--- src/rtl/exc_commit_ctrl_pkg.sv ---
// Shared definitions for the exception/commit controller: CP0 exception
// codes, exception vectors, FSM state encoding and the bad-address source
// selector produced by the priority encoder.
// Optional feature macro: EXC_TRAP_EN (adds the Tr exception, code 0x0D).
package exc_commit_ctrl_pkg;

   // CP0 Cause.ExcCode values
   localparam logic [4:0] EXC_Int  = 5'h00;
   localparam logic [4:0] EXC_AdEL = 5'h04;
   localparam logic [4:0] EXC_AdES = 5'h05;
   localparam logic [4:0] EXC_Sys  = 5'h08;
   localparam logic [4:0] EXC_Bp   = 5'h09;
   localparam logic [4:0] EXC_RI   = 5'h0A;
   localparam logic [4:0] EXC_Ov   = 5'h0C;
   localparam logic [4:0] EXC_Tr   = 5'h0D;

   // Exception entry points, selected by Status.BEV
   localparam logic [31:0] EXC_VEC_BEV0_DEF = 32'h8000_0180;
   localparam logic [31:0] EXC_VEC_BEV1_DEF = 32'hBFC0_0380;

   // Controller states: accepting commits, or waiting for fetch to take a redirect
   typedef enum logic {
      ST_IDLE     = 1'b0,
      ST_REDIRECT = 1'b1
   } state_t;

   // Which value is reported as BadVAddr for the winning exception
   typedef enum logic [1:0] {
      BADV_NONE  = 2'd0,
      BADV_PC    = 2'd1,
      BADV_DADDR = 2'd2
   } badv_sel_t;

   // EPC of an instruction: a delay-slot instruction restarts at its branch
   function automatic logic [31:0] epcOf(input logic [31:0] pc, input logic bd);
      return bd ? (pc - 32'd4) : pc;
   endfunction

endpackage

--- src/rtl/exc_commit_ctrl_prio_enc.sv ---
// Combinational exception priority encoder. Turns the sampled interrupt
// and the MEM-stage exception flags into a single winning cause: whether
// any cause is present, its ExcCode, and where BadVAddr comes from.
// Optional feature macro: EXC_TRAP_EN (adds i_tr between Ov and Sys).
module exc_prio_enc
   import exc_commit_ctrl_pkg::*;
(
   input  logic       i_int_pend,
   input  logic       i_adel_if,
   input  logic       i_ri,
   input  logic       i_ov,
`ifdef EXC_TRAP_EN
   input  logic       i_tr,
`endif
   input  logic       i_sys,
   input  logic       i_bp,
   input  logic       i_adel_ld,
   input  logic       i_ades,
   output logic       o_any,
   output logic [4:0] o_excode,
   output badv_sel_t  o_badv_sel
);

   // Fixed-priority selection; the interrupt outranks every synchronous cause
   always_comb begin
      o_any      = 1'b1;
      o_excode   = EXC_Int;
      o_badv_sel = BADV_NONE;
      if (i_int_pend) begin
         o_excode = EXC_Int;
      end else if (i_adel_if) begin
         o_excode   = EXC_AdEL;
         o_badv_sel = BADV_PC;
      end else if (i_ri) begin
         o_excode = EXC_RI;
      end else if (i_ov) begin
         o_excode = EXC_Ov;
`ifdef EXC_TRAP_EN
      end else if (i_tr) begin
         o_excode = EXC_Tr;
`endif
      end else if (i_sys) begin
         o_excode = EXC_Sys;
      end else if (i_bp) begin
         o_excode = EXC_Bp;
      end else if (i_adel_ld) begin
         o_excode   = EXC_AdEL;
         o_badv_sel = BADV_DADDR;
      end else if (i_ades) begin
         o_excode   = EXC_AdES;
         o_badv_sel = BADV_DADDR;
      end else begin
         o_any = 1'b0;
      end
   end

endmodule

--- src/rtl/exc_commit_ctrl.sv ---
// Exception/commit arbiter between MEM and CP0. Picks the winning
// exception (or ERET) of the MEM instruction, issues the single-cycle CP0
// commit and pipeline flush, then holds a redirect to fetch until it is
// accepted. No further commits happen while the redirect is outstanding.
// Optional feature macro: EXC_TRAP_EN (adds input ms_tr / Tr exception).
module exc_commit_ctrl
   import exc_commit_ctrl_pkg::*;
#(
   parameter logic [31:0] EXC_VEC_BEV0 = EXC_VEC_BEV0_DEF,
   parameter logic [31:0] EXC_VEC_BEV1 = EXC_VEC_BEV1_DEF
)(
   input  logic        clk,
   input  logic        resetn,
   input  logic        ms_valid,
   input  logic [31:0] ms_pc,
   input  logic        ms_bd,
   input  logic [31:0] ms_daddr,
   input  logic        ms_adel_if,
   input  logic        ms_ri,
   input  logic        ms_ov,
`ifdef EXC_TRAP_EN
   input  logic        ms_tr,
`endif
   input  logic        ms_sys,
   input  logic        ms_bp,
   input  logic        ms_adel_ld,
   input  logic        ms_ades,
   input  logic        ms_eret,
   input  logic        int_req,
   input  logic        cp0_bev,
   input  logic [31:0] cp0_epc,
   output logic        ms_commit_ok,
   output logic        exc_valid,
   output logic        exc_bd,
   output logic        exc_eret,
   output logic [4:0]  exc_excode,
   output logic [31:0] exc_epc,
   output logic [31:0] exc_badvaddr,
   output logic        flush,
   output logic        redirect_valid,
   output logic [31:0] redirect_pc,
   input  logic        redirect_ready
);

   state_t      r_state;
   state_t      w_state_nxt;
   logic        r_int_pend;
   logic        w_int_pend_nxt;
   logic        r_redirect_valid;
   logic        w_redirect_valid_nxt;
   logic [31:0] r_redirect_pc;
   logic [31:0] w_redirect_pc_nxt;

   logic        w_any;
   logic [4:0]  w_excode;
   badv_sel_t   w_badv_sel;
   logic        w_take;
   logic        w_ret;

   exc_prio_enc u_prio_enc (
      .i_int_pend (r_int_pend),
      .i_adel_if  (ms_adel_if),
      .i_ri       (ms_ri),
      .i_ov       (ms_ov),
`ifdef EXC_TRAP_EN
      .i_tr       (ms_tr),
`endif
      .i_sys      (ms_sys),
      .i_bp       (ms_bp),
      .i_adel_ld  (ms_adel_ld),
      .i_ades     (ms_ades),
      .o_any      (w_any),
      .o_excode   (w_excode),
      .o_badv_sel (w_badv_sel)
   );

   // Next-state and zero-latency commit outputs; commits only happen in IDLE
   always_comb begin
      w_state_nxt          = r_state;
      w_int_pend_nxt       = int_req;
      w_redirect_valid_nxt = r_redirect_valid;
      w_redirect_pc_nxt    = r_redirect_pc;
      w_take               = 1'b0;
      w_ret                = 1'b0;
      ms_commit_ok         = 1'b0;
      exc_valid            = 1'b0;
      exc_bd               = 1'b0;
      exc_eret             = 1'b0;
      exc_excode           = EXC_Int;
      exc_epc              = 32'd0;
      exc_badvaddr         = 32'd0;
      flush                = 1'b0;
      case (r_state)
         ST_IDLE: begin
            ms_commit_ok = 1'b1;
            w_take       = ms_valid && w_any;
            w_ret        = ms_valid && ms_eret && !w_take;
            if (w_take || w_ret) begin
               exc_valid  = 1'b1;
               exc_eret   = w_ret;
               exc_excode = w_take ? w_excode : EXC_Int;
               exc_bd     = ms_bd;
               exc_epc    = epcOf(ms_pc, ms_bd);
               if (w_take) begin
                  case (w_badv_sel)
                     BADV_PC:    exc_badvaddr = ms_pc;
                     BADV_DADDR: exc_badvaddr = ms_daddr;
                     default:    exc_badvaddr = 32'd0;
                  endcase
               end
               flush                = 1'b1;
               w_state_nxt          = ST_REDIRECT;
               w_int_pend_nxt       = 1'b0;
               w_redirect_valid_nxt = 1'b1;
               if (w_take) begin
                  w_redirect_pc_nxt = cp0_bev ? EXC_VEC_BEV1 : EXC_VEC_BEV0;
               end else begin
                  w_redirect_pc_nxt = cp0_epc;
               end
            end
         end
         ST_REDIRECT: begin
            w_int_pend_nxt = 1'b0;
            if (r_redirect_valid && redirect_ready) begin
               w_state_nxt          = ST_IDLE;
               w_redirect_valid_nxt = 1'b0;
            end
         end
         default: begin
            w_state_nxt          = ST_IDLE;
            w_int_pend_nxt       = 1'b0;
            w_redirect_valid_nxt = 1'b0;
         end
      endcase
   end

   // State, interrupt sample and redirect request registers
   always_ff @(posedge clk or negedge resetn) begin
      if (!resetn) begin
         r_state          <= ST_IDLE;
         r_int_pend       <= 1'b0;
         r_redirect_valid <= 1'b0;
         r_redirect_pc    <= 32'd0;
      end else begin
         r_state          <= w_state_nxt;
         r_int_pend       <= w_int_pend_nxt;
         r_redirect_valid <= w_redirect_valid_nxt;
         r_redirect_pc    <= w_redirect_pc_nxt;
      end
   end

   assign redirect_valid = r_redirect_valid;
   assign redirect_pc    = r_redirect_pc;

endmodule

--- config.mk ---
export PLATFORM = sky130hd
export DESIGN_NAME = exc_commit_ctrl
export DESIGN_NICKNAME = d
export VERILOG_FILES = /design/src/rtl/exc_commit_ctrl_pkg.sv /design/src/rtl/exc_commit_ctrl_prio_enc.sv /design/src/rtl/exc_commit_ctrl.sv
export SDC_FILE = /design/constraint.sdc
export NUM_CORES = 1
export LEC_CHECK = 0
export BUFFER_PORTS_ARGS = -buffer_cell sky130_fd_sc_hd__buf_2
export CAP_MARGIN = 10
export CORE_AREA = 2 2 126 79
export CTS_BUF_LIST = sky130_fd_sc_hd__clkbuf_16
export DETAILED_ROUTE_END_ITERATION = 8
export DIE_AREA = 0 0 128 81
export GPL_ROUTABILITY_DRIVEN = 1
export PLACE_DENSITY = 0.71
export SETUP_SLACK_MARGIN = 0.3
export SKIP_CTS_REPAIR_TIMING = 1
export SYNTH_ARGS = -nofsm -noshare
export SYNTH_HDL_FRONTEND = slang
export SYNTH_SLANG_ARGS = --single-unit
--- constraint.sdc ---
create_clock -name clk -period 2.4 [get_ports clk]
set_input_delay 0.12 -clock clk [delete_from_list [all_inputs] [get_ports clk]]
set_output_delay 0.12 -clock clk [all_outputs]
set_load 0.02 [all_outputs]
### After elaboration in Yosys (flattened, before gate mapping)

Cells that the tools add are included.

| storage, ports and cells | value |
|---|---|
| bits in latches | 0 |
| ROM bits | 0 |
| output and inout bits | 107 |
| input bits | 111 |
| register bits after elaboration | 35 |
| bits in writable memories | 0 |
| memories | 0 |
| word-level logic and storage cells | 68 |

| cells by class | value |
|---|---|
| eq/ne operators | 4 |
| shifts and indexed selects | 0 |
| muxes and demuxes | 50 |
| $lt $le $gt $ge | 0 |
| reductions and logical operators | 8 |
| multiply operators | 0 |
| add/sub/neg operators | 1 |
| div/mod/pow operators | 0 |
| bitwise operators | 1 |

Operator list:

| operator | count |
|---|---|
| 32-bit two-way mux | 7 |
| 32-bit one-hot mux with 2 select lines | 1 |
| 5-bit two-way mux | 10 |
| 32-bit by 3-bit subtractor with 32-bit output, second input constant | 1 |
| 30-bit two-way mux | 1 |
| 1-bit two-way mux | 19 |
| 2-bit two-way mux | 8 |
| 1-bit one-hot mux with 2 select lines | 3 |
| 1-bit logical AND | 4 |
| 2-bit AND reduction | 2 |
| 3-bit two-way mux | 1 |
| 2-bit by 1-bit equality test with 1-bit output, second input constant | 1 |
| 2-bit equality test, second input constant | 1 |
| 2-bit by 1-bit inequality test with 1-bit output, second input constant | 1 |
| 2-bit inequality test, second input constant | 1 |
| 1-bit zero test | 1 |
| 1-bit logical OR | 1 |
| 1-bit NOT | 1 |

### Depth between registers and ports, before layout

| depth | value |
|---|---|
| depth after elaboration | 14 |
| mapped depth | 8 |
| gate-level depth less buffers | 7 |

### Modules after synthesis

From an unflattened synthesis, not the netlist that was laid out.

| second synthesis, totals | value |
|---|---|
| cells, all modules | 354 |
| area total of the unflattened synthesis | 2758.9 µm² |

By module, submodules not included:

| module | sequential area each (µm²) | instances | area each (µm²) | cells each |
|---|---|---|---|---|
| exc_commit_ctrl | 875.8 | 1 | 2657.5 | 336 |
| exc_prio_enc | 0.0 | 1 | 101.3 | 18 |

### Worst setup path before layout

OpenSTA, ideal clock, no wires.

| timing path | value |
|---|---|
| path kind | in2out |
| start | input ms_pc[12] |
| end | output exc_epc[29] |
| path slack | 0.532 ns |
| stages | 7 |
| arrival time | 1.748 ns |
| path buffers | 3 |
| data required time | 2.280 ns |
| cells stage by stage | clkbuf_1 > nor3_1 > nand4_2 > buf_2 > buf_2 > nor4_1 > mux2i_1 |

| between the ends | value |
|---|---|
| cells in the longest elaborated chain, start to end | 4 |

RTL lines:

| item | RTL line | source |
|---|---|---|
| start, declared | exc_commit_ctrl.sv:15 | `input logic [31:0] ms_pc,` |
| 32-bit by 3-bit subtractor with 32-bit output | exc_commit_ctrl_pkg.sv:36 | `return bd ? (pc - 32'd4) : pc;` |
| 32-bit two-way mux | exc_commit_ctrl_pkg.sv:36 |  |
| 32-bit two-way mux | exc_commit_ctrl.sv:98 | `if (w_take \|\| w_ret) begin` |
| 32-bit two-way mux | exc_commit_ctrl.sv:93 | `case (r_state)` |
| end, declared | exc_commit_ctrl.sv:37 | `output logic [31:0] exc_epc,` |

No other way between the ends.

### Final worst setup path

| timing path | value |
|---|---|
| start | register r_int_pend |
| end | output exc_badvaddr[1] |

| between the ends | value |
|---|---|
| cells in the longest elaborated chain, start to end | 7 |
| elaborated cells on any way between the ends | 12 |
| those cells by class | 2 x eq/ne; 6 x mux; 4 x reduce/logical |

RTL lines:

| item | RTL line | source |
|---|---|---|
| start, declared | exc_commit_ctrl.sv:47 | `logic r_int_pend;` |
| start signal, assigned | exc_commit_ctrl.sv:146 | `r_int_pend <= w_int_pend_nxt;` |
| parallel branches: the longest is 5 deep, another holds 32-bit one-hot mux with 2 select lines | - |  |
| 32-bit two-way mux * | exc_commit_ctrl.sv:98 |  |
| 32-bit two-way mux * | exc_commit_ctrl.sv:93 |  |
| end, declared | exc_commit_ctrl.sv:38 | `output logic [31:0] exc_badvaddr,` |

Every way passes the cells marked *.

==> results.py <==
metrics = {
    "logic_synthesis": {
        "synthesis.area_sq_um": 2714,
        "synth_cells": 325,
        "ys_ff_latch": 35,
        "avgSynthCellArea_sq_um": 8.350,
        "yosys_warnings": 0,
        "syn-num-nets": 439,
        "synth_edf_count": 0,
        "synth.area.top_cells": "dfrtp_1 (32%), a22oi_1 (8.9%), nor2_1 (6.9%), a22o_1 (6.5%), o221a_2 (3.7%)",
        "synth_seq_area_share": 0.3227,
        "synth_flop_cell": "dfrtp_1",
        "yosysTopAreaCellShare": 0.3227,
        "synth_cell_type_count": 43,
        "synthArstFlopShare": 1.000,
        "yosys.area.top_type": "dfrtp_1",
    },
    "timing": {
        "tightest_slew_ns": 0.7910,
        "hold_violations": 0,
        "skew_ns": 0.006799,
        "maxSlewViolCount": 0,
        "holdWs_ns": 0.02559,
        "timing.fmax_ghz": 0.4781,
        "fin_setup_tns_ns": 0,
        "rsz0062_at_grt": "true",
        "post-route-period-util": 0.8715,
        "slew_headroom": 0.4727,
        "fin_ws_ns": 0.3085,
        "setup_viol": 0,
        "fin_crit_ns": 2.091,
    },
    "grt": {
        "grt_usage": 0.1814,
        "antenna_found_initial": 0,
        "grt_first_pass_wirelength_um": 15210,
        "grt-ovfl-total": 0,
        "grt_max_degree": 45,
        "first_global_vias": 2967,
    },
    "pwr": {
        "vdd_drop_max_uv": 306.7,
        "total_power_uw": 2555,
        "clock_power_share": 0.242,
        "switching_share": 0.4019,
        "p_int_uw": 1528,
        "power_frac_comb": 0.467,
        "power_density_nw_per_um2": 602.6,
        "p_leak_uw": 0.002105,
        "p_seq_frac": 0.290,
        "switching_power_uw": 1027,
    },
    "final_layout": {
        "diodes": 0,
        "area_delta_synth_final_pct": 56.20,
        "layout-drive-gt1-share": 0.4889,
        "design_area_sq_um": 4239,
        "final_nets": 653,
    },
    "setup_path": {
        "timing.rr.end": "redirect_pc[18]$_DFFE_PN0P_",
        "critPathMaxStageDelay_ns": 0.44,
        "start_kind": "register",
        "crit_family": "simple AND/OR/NAND/NOR gates",
        "timing.reg2reg.setup_slack_ns": 0.54,
        "crit_buf_inv": 2,
        "cp.required_ns": 2.28,
        "cp_slowest_cell": "dfrtp_2",
        "crit_type": "reg2out",
        "cp-end-kind": "output pin",
        "cp_max_fo": 32,
        "r2r-start": "r_int_pend$_DFF_PN0_",
        "r2r_cells": 8,
        "crit_arrival_ns": 1.97,
        "crit_chain": "nor3_1 -> nand2_1 -> ha_1 -> nand2b_1 -> buf_12 -> nor2_1 -> buf_4",
    },
    "run_status": {
        "outcome": "finished, final reports clean",
    },
    "die": {
        "io_pins": 218,
        "die_w_um": 128,
        "rows": 28,
        "initial_core_util": 0.2890,
        "core_area_sq_um": 9389,
        "die_h_um": 81,
        "die_area_sq_um": 10370,
    },
    "placed_design": {
        "place_ws_ns": 0.2824,
        "hpwl_um": 7760,
        "gp_congestion": 0.8028,
        "dpl-instance-area_sq_um": 3913,
        "port_buffers": 216,
    },
    "route": {
        "ant_nets": 0,
        "drt_iter0_markers": 171,
        "vias": 3425,
        "routed_wl_um": 10080,
        "first_pass_iters": 4,
        "post_drt_wl_per_cell_um": 15.28,
        "via_per_inst": 5.189,
        "route.detailed.drc": 0,
    },
    "clock_tree": {
        "htreeDepth": 2,
        "clk_latency_ns": 0.28,
        "cts_buffers": 5,
        "clock_sinks": 35,
        "clock_path_buffers": 2,
        "cts_root_buf": "clkbuf_16",
        "cts_tree": "built",
        "clk_pin_slew_ns": 0.06,
    },
    "hold_path": {
        "hp-class": "in2reg",
        "worst_hold_startpoint": "redirect_ready",
        "whs_endpoint": "redirect_valid$_DFFE_PN0P_",
        "worstHoldPathCells": 2,
    },
    "run": {
        "drv_cap": 0,
    },
}
synth_stat cells, types with 2 or more instances:
| cell | number |
|---|---|
| nor2_1 | 50 |
| dfrtp_1 | 35 |
| a22oi_1 | 32 |
| a22o_1 | 20 |
| nand2_1 | 20 |
| a21oi_1 | 17 |
| clkbuf_1 | 16 |
| inv_1 | 12 |
| or4_1 | 12 |
| nand2b_1 | 10 |
| o31ai_1 | 10 |
| o221a_2 | 9 |
| or3_1 | 8 |
| nor3_1 | 7 |
| nor4_1 | 6 |
| xor2_1 | 6 |
| buf_2 | 5 |
| mux2i_1 | 5 |
| buf_4 | 4 |
| nand3_1 | 4 |
| o21ai_0 | 4 |
| and2_1 | 3 |
| ha_1 | 3 |
| o22a_1 | 3 |
| xnor2_1 | 3 |
| and3_1 | 2 |
| nand4b_1 | 2 |
| o21a_1 | 2 |
logic make-up after synthesis:
| family | after synthesis | share of synthesized area |
|---|---|---|
| AND/OR/NAND/NOR | 133 | 0.2660 |
| AO/OA/AOI/OAI | 101 | 0.2877 |
| buffers and inverters | 38 | 0.06085 |
| flip-flops | 35 | 0.3227 |
| XOR/XNOR | 9 | 0.02905 |
| multiplexers | 5 | 0.01844 |
| adder cells (fa/ha/maj) | 3 | 0.01383 |
| other | 1 | 0.001382 |
sequential cells by signal, indices dropped and copies added (netlist names):
| register | cells |
|---|---|
| redirect_pc | 32 |
| r_int_pend | 1 |
| redirect_valid | 1 |
| r_state | 1 |
layer usage:
metal | vias up | share of wire | GRT usage
met5 | - | 0 | 0
met4 | 0 | 0.0045 | 0.02747
met3 | 5 | 0.060 | 0.03491
met2 | 121 | 0.44 | 0.2636
met1 | 1651 | 0.49 | 0.2801
li1 | 1648 | - | -
cell usage in the layout, fill, tap and decap left out, types with 6 or more instances in the layout:
cell type  instances
nand2b_1          10
a21oi_1           17
o221a_2            9
a22oi_1           32
dfrtp_1           34
or3_1              8
or4_1             12
inv_1             10
nand2_1           18
xor2_1             6
o31ai_1           10
buf_2            190
nor3_1             7
buf_4             37
nor2_1            49
a22o_1            20
worst register-to-register path, cell delays in order (launching register included):
cell and delay, ns:
dfrtp_2 0.44, nor4_4 0.17, nand2_2 0.11, buf_4 0.16, or3_1 0.36, clkinvlp_4 0.13
buf_4 0.17, buf_4 0.13, a22o_1 0.11
through the flow:
| stage | std cells | util |
|---|---|---|
| detailed placement | 645 | 0.4167 |
| CTS | 653 | 0.4316 |
| floorplan | 325 | - |
| global placement | 645 | 0.4167 |
| global route | 660 | 0.4515 |
| finish | 660 | 0.4515 |
power groups by stage:
stage	logic, uW	clock network [uW]	registers (uW)
final	1190	619	742
after global routing	1290	669	751
after CTS	1160	639	740
after detailed placement	1160	0	748
after global placement	1140	0	747
after floorplan	599	0	848
area by class of cell:
type,instances,area [sq um]
Tap cell,120,150.1
Sequential cell,35,877.1
Clock inverter,3,15.01
Fill cell,949,5150
Clock buffer,5,125.1
Inverter,12,52.55
Multi-Input combinational cell,252,1707
Timing Repair Buffer,233,1313
worst max path at each step:
stage	startpoint	endpoint	slack (ns)	cells past startpoint
finish	r_int_pend$_DFF_PN0_	exc_badvaddr[1]	0.31	7
global route	r_int_pend$_DFF_PN0_	exc_badvaddr[11]	0.21	7
CTS	r_int_pend$_DFF_PN0_	exc_eret	-0.004	5
detailed placement	r_int_pend$_DFF_PN0_	redirect_pc[2]$_DFFE_PN0P_	0.28	6
global placement	r_int_pend$_DFF_PN0_	exc_eret	0.40	5
floorplan	ms_pc[12]	exc_epc[29]	0.53	7
Note: power is estimated with default switching activity, not from simulation.
